==> src/rtl/rshift_seq_if.sv <==
// Handshake and data bundle between the ALU controller and the sequential
// right shifter.
//   start        controller -> shifter  request, sampled only while the shifter is idle
//   arith        controller -> shifter  1 = sign fill, 0 = zero fill
//   data_in      controller -> shifter  operand, captured on the accepted start
//   shift_amount controller -> shifter  shift distance, captured on the accepted start
//   busy         shifter -> controller  high while shifting
//   done         shifter -> controller  one-cycle pulse, data_out valid
//   data_out     shifter -> controller  result, held until the next completion
interface rshift_seq_if #(
   parameter int unsigned WIDTH   = 32,
   parameter int unsigned SHAMT_W = 6
);
   logic               start;
   logic               arith;
   logic [WIDTH-1:0]   data_in;
   logic [SHAMT_W-1:0] shift_amount;
   logic               busy;
   logic               done;
   logic [WIDTH-1:0]   data_out;

   modport master (
      output start, arith, data_in, shift_amount,
      input  busy, done, data_out
   );

   modport slave (
      input  start, arith, data_in, shift_amount,
      output busy, done, data_out
   );
endinterface

==> src/rtl/rshift_seq.sv <==
// Multi-cycle right shifter (SRL/SRA) moving one bit position per clock.
// Ports:
//   clk  rising-edge clock
//   rst  asynchronous, active-high reset
//   bus  rshift_seq_if slave modport: start/arith/data_in/shift_amount in,
//        busy/done/data_out out
// An operation of distance n (clamped to WIDTH) takes n SHIFT cycles followed
// by a single DONE cycle; a zero distance goes straight from IDLE to DONE.
module rshift_seq #(
   parameter int unsigned WIDTH   = 32,
   parameter int unsigned SHAMT_W = 6
) (
   input logic         clk,
   input logic         rst,
   rshift_seq_if.slave bus
);

   localparam int unsigned CntW = $clog2(WIDTH + 1);
   // One extra bit so the clamp compare also works when 2**SHAMT_W == WIDTH.
   localparam logic [SHAMT_W:0] WidthAmt = (SHAMT_W + 1)'(WIDTH);

   localparam logic [1:0] StIdle  = 2'd0;
   localparam logic [1:0] StShift = 2'd1;
   localparam logic [1:0] StDone  = 2'd2;

   logic [1:0]       state_q, state_d;
   logic [WIDTH-1:0] shreg_q, shreg_d;
   logic [CntW-1:0]  cnt_q, cnt_d;
   logic             arith_q, arith_d;
   logic [WIDTH-1:0] data_out_q, data_out_d;

   logic [CntW-1:0]  cnt_init;
   logic [WIDTH-1:0] shifted;

   // Distances of WIDTH or more saturate to WIDTH shift cycles.
   always_comb begin
      if ({1'b0, bus.shift_amount} >= WidthAmt) begin
         cnt_init = CntW'(WIDTH);
      end else begin
         cnt_init = CntW'(bus.shift_amount);
      end
   end

   assign shifted = {(arith_q ? shreg_q[WIDTH-1] : 1'b0), shreg_q[WIDTH-1:1]};

   always_comb begin
      state_d    = state_q;
      shreg_d    = shreg_q;
      cnt_d      = cnt_q;
      arith_d    = arith_q;
      data_out_d = data_out_q;
      case (state_q)
         StIdle: begin
            if (bus.start) begin
               shreg_d = bus.data_in;
               arith_d = bus.arith;
               cnt_d   = cnt_init;
               if (cnt_init == '0) begin
                  state_d    = StDone;
                  data_out_d = bus.data_in;
               end else begin
                  state_d = StShift;
               end
            end
         end
         StShift: begin
            shreg_d = shifted;
            cnt_d   = cnt_q - CntW'(1);
            // Result is registered on the same edge that enters DONE.
            if (cnt_q == CntW'(1)) begin
               state_d    = StDone;
               data_out_d = shifted;
            end
         end
         StDone: begin
            state_d = StIdle;
         end
         default: begin
            state_d = StIdle;
         end
      endcase
   end

   always_ff @(posedge clk or posedge rst) begin
      if (rst) begin
         state_q    <= StIdle;
         shreg_q    <= '0;
         cnt_q      <= '0;
         arith_q    <= 1'b0;
         data_out_q <= '0;
      end else begin
         state_q    <= state_d;
         shreg_q    <= shreg_d;
         cnt_q      <= cnt_d;
         arith_q    <= arith_d;
         data_out_q <= data_out_d;
      end
   end

   assign bus.busy     = (state_q == StShift);
   assign bus.done     = (state_q == StDone);
   assign bus.data_out = data_out_q;

endmodule

==> src/flat_wrapper.sv <==
// flat-port wrapper written by rule: the top's interface ports become plain ports
module rshift_seq_flat 
#(
   parameter int unsigned WIDTH   = 32,
   parameter int unsigned SHAMT_W = 6
)
  (clk, rst, bus_start, bus_arith, bus_data_in, bus_shift_amount, bus_busy, bus_done, bus_data_out);
  rshift_seq_if #(.WIDTH(WIDTH), .SHAMT_W(SHAMT_W)) bus_i ();
  input logic clk;
  input logic rst;
  input wire logic [$bits(bus_i.start)-1:0] bus_start;
  input wire logic [$bits(bus_i.arith)-1:0] bus_arith;
  input wire logic [$bits(bus_i.data_in)-1:0] bus_data_in;
  input wire logic [$bits(bus_i.shift_amount)-1:0] bus_shift_amount;
  output wire logic [$bits(bus_i.busy)-1:0] bus_busy;
  output wire logic [$bits(bus_i.done)-1:0] bus_done;
  output wire logic [$bits(bus_i.data_out)-1:0] bus_data_out;
  assign bus_i.start = bus_start;
  assign bus_i.arith = bus_arith;
  assign bus_i.data_in = bus_data_in;
  assign bus_i.shift_amount = bus_shift_amount;
  assign bus_busy = bus_i.busy;
  assign bus_done = bus_i.done;
  assign bus_data_out = bus_i.data_out;
  rshift_seq #(.WIDTH(WIDTH), .SHAMT_W(SHAMT_W)) u_core (.clk(clk), .rst(rst), .bus(bus_i));
endmodule
==> config.mk <==
export PLATFORM = sky130hd
export DESIGN_NAME = rshift_seq_flat
export DESIGN_NICKNAME = d
export VERILOG_FILES = /design/src/rtl/rshift_seq_if.sv /design/src/rtl/rshift_seq.sv /design/src/flat_wrapper.sv
export SDC_FILE = /design/constraint.sdc
export NUM_CORES = 1
export LEC_CHECK = 0
export CAP_MARGIN = 10
export CORE_ASPECT_RATIO = 1.5
export CORE_MARGIN = 2
export CORE_UTILIZATION = 51
export DETAILED_ROUTE_END_ITERATION = 8
export GPL_TIMING_DRIVEN = 0
export PLACE_DENSITY = 0.77
export SYNTH_ARGS = -nofsm -noshare
export SYNTH_HDL_FRONTEND = slang
export SYNTH_SLANG_ARGS = --single-unit
==> constraint.sdc <==
create_clock -name clk -period 2.8 [get_ports clk]
set_input_delay 0.42 -clock clk [delete_from_list [all_inputs] [get_ports clk]]
set_output_delay 0.42 -clock clk [all_outputs]
set_load 0.02 [all_outputs]
# ---- Yosys cells after proc, flatten, opt, wreduce, memory -nomap -nowiden
# Index checks and enable logic that the tools add are counted.
dict set report totals {
  out_inout_bits 34
  ram_bits 0
  latch_bits 0
  input_bits 42
  n_memories 0
  register_bits 73
  rom_bits 0
}
dict set report classes {
  n_mux 14
  n_reduce_logical 7
  n_shift 0
  bitwise 0
  n_div 0
  n_eq_ne 6
  addsub 1
  mul 0
  n_lt_le_gt_ge 1
}
# op count
set op_table {}
lappend op_table {{2-to-1 mux 32 bit} 4}
lappend op_table {{case mux 32 bit (2 select lines)} 2}
lappend op_table {{2-to-1 mux 6 bit} 2}
lappend op_table {{case mux 6 bit (2 select lines)} 1}
lappend op_table {{== test 6 x 1 -> 1 bit, second input constant} 1}
lappend op_table {{>= comparator 6 bit, second input constant} 1}
lappend op_table {{logical NOT 6 bit} 1}
lappend op_table {{2-to-1 mux 2 bit} 3}
lappend op_table {{AND reduction 2 bit} 3}
lappend op_table {{subtractor 6 x 1 -> 6 bit, second input constant} 1}
lappend op_table {{inequality test 2 x 1 -> 1 bit, second input constant} 2}
lappend op_table {{case mux 2 bit (2 select lines)} 1}
lappend op_table {{AND reduction 4 bit} 1}
lappend op_table {{== test 2 x 1 -> 1 bit, second input constant} 1}
lappend op_table {{== test 2 bit, second input constant} 1}
lappend op_table {{logical NOT 2 bit} 1}
lappend op_table {{inequality test 2 bit, second input constant} 1}
lappend op_table {{nonzero test 2 bit} 1}
lappend op_table {{2-to-1 mux 1 bit} 1}

# ---- Longest topological paths before layout
# Gate-level depths: netlist of the first run.
dict set report logic_depth {
  ltp_word 6
  mapped_depth 8
  depth_no_buf 5
}

# ---- Least setup slack after synthesis of the first run
# Ideal clock, no wire load.
dict set report synth_timing {
  path_type {in2reg}
  from {input port bus_shift_amount[5]}
  to {register u_core.data_out_q[10], in the netlist u_core.bus.data_out[10]}
  path_slack_ps 1099
  required_time_ps 2675
  setup_ps 125
  stages 5
  path_buffers 1
  arrival_time_ps 1576
  path_cell_list {nor4_4 nand3_2 a21oi_4 buf_12 mux2_4}
}
dict set report synth_between {
  elab_chain_len 5
}
# item line_no
set synth_lines {}
lappend synth_lines {{start: declaration} flat_wrapper.sv:14} ;# input wire logic [$bits(bus_i.shift_amount)-1:0] bus_shift_amount;
lappend synth_lines {{>= comparator 6 bit} rshift_seq.sv:37} ;# if ({1'b0, bus.shift_amount} >= WidthAmt) begin
lappend synth_lines {{2-to-1 mux 6 bit (*)} rshift_seq.sv:37}
lappend synth_lines {{logical NOT 6 bit (*)} rshift_seq.sv:58} ;# if (cnt_init == '0) begin
lappend synth_lines {{inequality test 2 x 1 -> 1 bit (no line) (*)} --}
lappend synth_lines {{AND reduction 4 bit (no line) (*)} --}
lappend synth_lines {{end signal: assignment} rshift_seq.sv:96} ;# data_out_q <= data_out_d;
lappend synth_lines {{end: declaration} rshift_seq.sv:30} ;# logic [WIDTH-1:0] data_out_q, data_out_d;
# Every way passes the cells marked *; elsewhere a longest branch is shown, timed or not.
# A chain may end at the register's enable or synchronous reset.

# ---- Final worst setup path of the first run
dict set report layout_timing {
  from {register u_core.state_q[1]}
  to {output port bus_done}
}
dict set report layout_between {
  elab_chain_len 1
}
# item line_no
set layout_lines {}
lappend layout_lines {{start: declaration} rshift_seq.sv:26} ;# logic [1:0] state_q, state_d;
lappend layout_lines {{start signal: assignment} rshift_seq.sv:86} ;# state_q <= StIdle;
lappend layout_lines {{start signal: assignment} rshift_seq.sv:92} ;# state_q <= state_d;
lappend layout_lines {{== test 2 bit} rshift_seq.sv:101} ;# assign bus.done = (state_q == StDone);
lappend layout_lines {{end: declaration} flat_wrapper.sv:16} ;# output wire logic [$bits(bus_i.done)-1:0] bus_done;
# Every way passes these cells.

==> impl_results.md, run 1 <==
- Status: finished, final reports clean
- Max rail drop VDD: about 0.00064 V
- Worst Path Arrival: ~2 ns
- Vias in the first global route: around 2,600
- Slew Viols, Final: 0
- Post-layout nets: about 440
- Routed WL: around 7.5 mm
- Post-synth ARST share: between 90% and 100%
- Fin util: slightly below 70%
- Clock Path Buffers: 2
- Largest net degree at the start of global routing: 73
- Cts repair resizes: 0
- CTS root buf: clkbuf_8
- RSZ-0062 raised after global routing: no
- Mean Syn Cell Area: around 11 um2
- Clock network latency to the later pin of the worst-skew pair: 0.35 ns
- Syn Inst Count: slightly above 300
- Post-Syn Nets: 350
- Htree depth: 3
- Total Routing Usage GR: a little over a fifth
- Seq/Total Area, Yosys: 51.6%
- Setup_tns: 0 ns
- I/O Pins: between 70 and 80
- Final Critical Period: 2.38 ns
- Min Hold Slack: between 0.4 and 0.5 ns
- Worst-Margin Slew: between 0.8 and 0.9 ns
- DR vias: 2,492
- Total gr overflow: 0
- Clk slew on worst S/H paths: roughly 0.07 ns
- Sinks on Clock Net: 72
- Type of the tightest min-delay check: flip-flop to flip-flop
- P&R area growth vs syn: 29.7%
- CTS tree: done
- Crit Path Max Fanout: 10
- 1st-pass router iterations: 4
- DP HPWL: around 5.3 mm
- Hold_buf cts: 0
- DRC: 0
- Port buffer count: 75
- Detail Route Antenna Nets: 0
- First-pass GRT wire length: approximately 12 mm
- # fillers: roughly 540
- # Post-CTS Setup Buffers: 0
- RePlAce Congestion: 0.859
- Placeable core area: ~6600 um2
- Final hold violations: 0
- Period utilization: 84.9%
- Count leader, synth: nand2_1
- Cell Area, Placed: about 4300 um2
- Drt wl/cell: approximately 16 um
- Yosys Warn Count: 0
- Worst setup path category: flip-flop to primary output
- Relative max-transition margin: a little over 40%
- Post-synth EDFFs: 0
- Worst setup SP type: flip-flop
- Vias per cell: between 5 and 6
- Final setup violation count: 0
- 1st-iter DRT viols: 170
- Most frequent cells after synthesis: nand2_1 (86), dfrtp_1 (72), mux2_4 (27)
- Cell area power density: 1130 nW/um2
- Cell area after synthesis: 3490 um2
- Max frequency: 420 MHz
- Ranking of synthesized cells by area: dfrtp_1 (52%), mux2_4 (12%), nand2_1 (9.2%)
- Yosys top cell by area: dfrtp_1
- Final Skew: between 0.009 and 0.01 ns
- Initial antenna violation count: 0
- Area share of the largest cell type after synthesis: between 50% and 60%
- Initial Util: 53.1%
- Crit path required time: about 2.4 ns
- Die area: around 7500 um2
- Register bit total from synthesis: 72
- Leakage power: 0.00209 uW
- Die width: between 70 and 80 um
- Ys flop type: dfrtp_1
- Die Ht: 105 um
- Std-Cell Rows: 36
- Critical Path Sink Type: primary output
- Post-route cell area: roughly 4500 um2
- ANT cells: 0
- Max cap viols: 0
- Netlist cell types: 34
- TritonCTS Buffers: 9
- Layout cells sized above 1: a little over a fifth
-- metrics by stage --
stage	cells	worst slack, ns	total power [uW]
floorplan	306	0.555	3500
global placement	457	-0.673	4300
detailed placement	457	0.396	4380
CTS	473	0.0697	5170
global route	473	0.281	5450
finish	473	0.422	5130
-- cells by family after synthesis --
group,count (synthesis),synth area share (%)
adder cells (fa/ha/maj),2,0.716
AND/OR/NAND/NOR,109,13.7
multiplexers,65,23.4
AO/OA/AOI/OAI,30,5.52
flip-flops,72,51.6
buffers and inverters,28,5.12
-- cells in the final DEF (no fill, tap or decap), types with 3 or more instances in the layout --
cell type,count
a21oi_1,5
a31oi_1,5
buf_12,3
buf_2,3
clkbuf_1,9
clkbuf_8,12
clkdlybuf4s50_1,74
dfrtp_1,72
inv_1,9
mux2_2,25
mux2_4,27
mux2i_1,13
nand2_1,86
nor2_1,8
nor2b_1,6
o21ai_0,10
-- final cells by class --
class                   count  area, um2  share of cell area [%]
clock buffers              14        173                    3.81
plain buffers              16        131                    2.90
flip-flops and latches     72       1800                    39.8
repair buffers             75        753                    16.6
clock inverters             2       12.5                   0.276
inverters                  12       50.0                    1.11
multi-input cells         206       1510                    33.4
well taps                  76       95.1                    2.10
-- per-layer routing --
layer  track usage, %  vias up  routed length [um]
li1                 -     1196                   -
met1             26.8     1234                3210
met2             34.1       53                3820
met3             5.83        9                 346
met4             7.55        0                 136
met5                0        -                   0
-- state kept, by name, summed over array words and instances, names as in the netlist --
name and count:
u_core.bus.data_out 32, u_core.cnt_q 6, u_core.state_q 2, u_core.arith_q 1
u_core.shreg_q 31
-- final timing paths --
check,start,endpoint,slack [ns],depth (start not counted)
worst max-delay path,u_core.state_q[1]$_DFFE_PP0P_,bus_done,0.42,3
max in group asynchronous,rst,u_core.bus.data_out[21]$_DFFE_PP0P_,1.60,2
min in group asynchronous,rst,u_core.bus.data_out[6]$_DFFE_PP0P_,0.60,2
worst max register to register,u_core.cnt_q[2]$_DFFE_PP0P_,u_core.bus.data_out[20]$_DFFE_PP0P_,0.91,5
worst min-delay path,u_core.shreg_q[3]$_DFFE_PP0P_,u_core.shreg_q[3]$_DFFE_PP0P_,0.47,2
worst min register to register,u_core.shreg_q[3]$_DFFE_PP0P_,u_core.shreg_q[3]$_DFFE_PP0P_,0.47,2
-- power by group --
group          internal, uW  switching, uW  total (uW)
Combinational          1310           1200        2510
Sequential             1540            314        1850
Clock                   394            372         765
-- worst max-delay path, cell delays in order, from the launching register on --
cell and delay (ns):
dfrtp_1 0.45, clkbuf_1 0.38, nor2b_1 0.18, clkdlybuf4s50_1 0.60
Note: power is estimated with default switching activity, not from simulation.
==> run 2: changes to the inputs <==
- CORE_UTILIZATION: 51 -> 46
- PLACE_DENSITY: 0.77 -> 0.73
- clock period: 2.8 -> 2.1 ns (I/O delays scaled with it)
==> run 2 against run 1 <==
Against the previous run: clock power up 67%; die area rose by 10%; power grew 40%; first-iteration DRC count is 22% lower; register-to-register slack worse by 0.71 ns; sequential power increased by 33%; non-clock buffer count up 8; critical path depth is 2 higher; wire length increased by 0.87%; design area is 3.7% higher; via count increased by 1.2%; clock skew is 0.00098 ns lower; largest cell class unchanged.
==> impl_results.md, run 2 (synthesis gave the netlist of run 1 again) <==
- RSZ-0062 raised after global routing: no
- Period utilization: a little over nine tenths
- Most frequent cells in the layout: nand2_1 (86), clkdlybuf4s50_1 (73), dfrtp_1 (71)
- Routed WL: ~7.6 mm
- Worst R2R Start: u_core.cnt_q[2]$_DFFE_PP0P_
- First-pass GRT wire length: around 13 mm
- Vias per cell: about 5.0
- Critical Path Sink Type: primary output
- Most used routing layer: met2
- DR vias: roughly 2,500
- Max frequency: roughly 510 MHz
- RR Endpoint: u_core.bus.data_out[21]$_DFFE_PP0P_
- Max cap viols: 0
- Commonest non-fill, non-tap cell in the layout: nand2_1
- TritonCTS Buffers: 9
- Met3 Usage GRT: between 5 and 6%
- Drt wl/cell: about 15 um
- GRT met1 Usage: around 25%
- Worst Path Arrival: around 1.7 ns
- Worst setup path category: flip-flop to primary output
- Status: finished, final reports clean
- Clock network power share: between 10% and 20%
- 1st-pass router iterations: 4
- Crit path required time: around 1.8 ns
- 1st-iter DRT viols: approximately 130
- Final Skew: 0.00823 ns
- Critical Path Start: u_core.state_q[1]$_DFFE_PP0P_
- Leakage power: between 0.002 and 0.0025 uW
- Total Routing Usage GR: between 10% and 20%
- CTS tree: done
- Max rail drop VDD: slightly above 0.0009 V
- Crit Path Max Fanout: 11
- Final setup violation count: 0
- CTS root buf: clkbuf_8
- ANT cells: 0
- Initial Util: 47.7%
- Final hold violations: 0
- Fin util: 64.1%
- I/O Pins: 76
- Htree depth: 3
- DP HPWL: about 5.4 mm
- Clock network latency to the later pin of the worst-skew pair: 0.35 ns
- Type of the tightest min-delay check: input pin to async pin
- Clock Path Buffers: 2
- Port buffer count: 75
- Switching Share: a little over a third
- Worst-Margin Slew: roughly 0.76 ns
- Reg2Reg Depth: 5
- Die Ht: between 100 and 150 um
- Hold_buf cts: 0
- Post-layout nets: 444
- Relative max-transition margin: just under 50%
- Std-Cell Rows: 38
- Placeable core area: around 7300 um2
- Final Critical Period: approximately 2.0 ns
- Combinational Power Share: between 40% and 50%
- Max FFs per register: 32
- Total internal power: roughly 4700 uW
- R2R setup slack: roughly 0.2 ns
- Die area: around 8300 um2
- Cell Area, Placed: roughly 4400 um2
- Sw Pwr: 2540 uW
- Largest net degree at the start of global routing: a little over 40
- RePlAce Congestion: approximately 0.83
- Cell area power density: around 1500 nW/um2
- Met2 Usage GRT: roughly a third
- P&R area growth vs syn: 34.5%
- Total gr overflow: 0
- Worst setup SP type: flip-flop
- Detail Route Antenna Nets: 0
- Vias in the first global route: ~2,600
- Slew Viols, Final: 0
- Sequential Power Share: 34.2%
- Die width: about 75 um
- Initial antenna violation count: 0
- Clk slew on worst S/H paths: around 0.08 ns
- Post-route cell area: about 4700 um2
- DRC: 0
- Layout cells sized above 1: a little under a quarter
- Sinks on Clock Net: between 70 and 80
==> run 2: metrics by stage <==
| stage | worst slack, ns | power [uW] | instances | hold WS (ns) | TNS [ns] |
|---|---|---|---|---|---|
| 2_1_floorplan | 0.408 | 4670 | 306 | 0.440 | 0 |
| 3_3_place_gp | -0.229 | 5740 | 481 | 0.454 | -5.86 |
| 3_5_place_dp | -0.194 | 5850 | 482 | 0.459 | -4.80 |
| 4_1_cts | 0.0273 | 7170 | 497 | 0.453 | 0 |
| 5_1_grt | 0.0453 | 7690 | 505 | 0.476 | 0 |
| 6_report | 0.130 | 7190 | 505 | 0.440 | 0 |
==> run 2: cell type report <==
| type | instances | area, um2 |
|---|---|---|
| clock inverter | 4 | 75.1 |
| tap | 100 | 125 |
| multi-input combinational | 206 | 1510 |
| fill | 647 | 2630 |
| buffer | 15 | 134 |
| inverter | 12 | 51.3 |
| sequential | 72 | 1800 |
| timing repair buffer | 84 | 831 |
| clock buffer | 12 | 165 |
==> run 2: repair_timing <==
| item | 4_1_cts | 5_1_grt |
|---|---|---|
| endpoints found under the setup margin | 2 | 1 |
| resized for setup | 8 | 0 |
| setup buffers | 0 | 8 |
==> run 2: metal layers <==
layer  wire, um  up-vias
li1           -     1211
met1       3240     1250
met2       3850       50
met3        329       11
met4        148        0
met5          0        -
==> run 2: worst max-delay path by stage <==
stage                                               end  cells after the start  slack, ns
global route                                   bus_busy                      5       0.05
global placement    u_core.bus.data_out[21]$_DFFE_PP0P_                      6      -0.23
finish                                         bus_busy                      5       0.13
CTS                                            bus_busy                      5       0.03
detailed placement  u_core.bus.data_out[20]$_DFFE_PP0P_                      6      -0.19
floorplan           u_core.bus.data_out[10]$_DFFE_PP0P_                      5       0.41
==> run 2: power by group through the flow <==
stage                     Combinational (uW)  Clock (uW)  Sequential [uW]
after floorplan                         1900           0             2760
after global placement                  3290           0             2450
after detailed placement                3370           0             2470
after CTS                               3390        1320             2460
after global routing                    3770        1380             2540
final                                   3450        1280             2460
==> run 2: critical path: stages (launching register included) <==
cell and delay [ns]:
dfrtp_2 0.45, nand2b_1 0.17, buf_6 0.14, inv_4 0.13
buf_12 0.15, clkdlybuf4s15_2 0.26
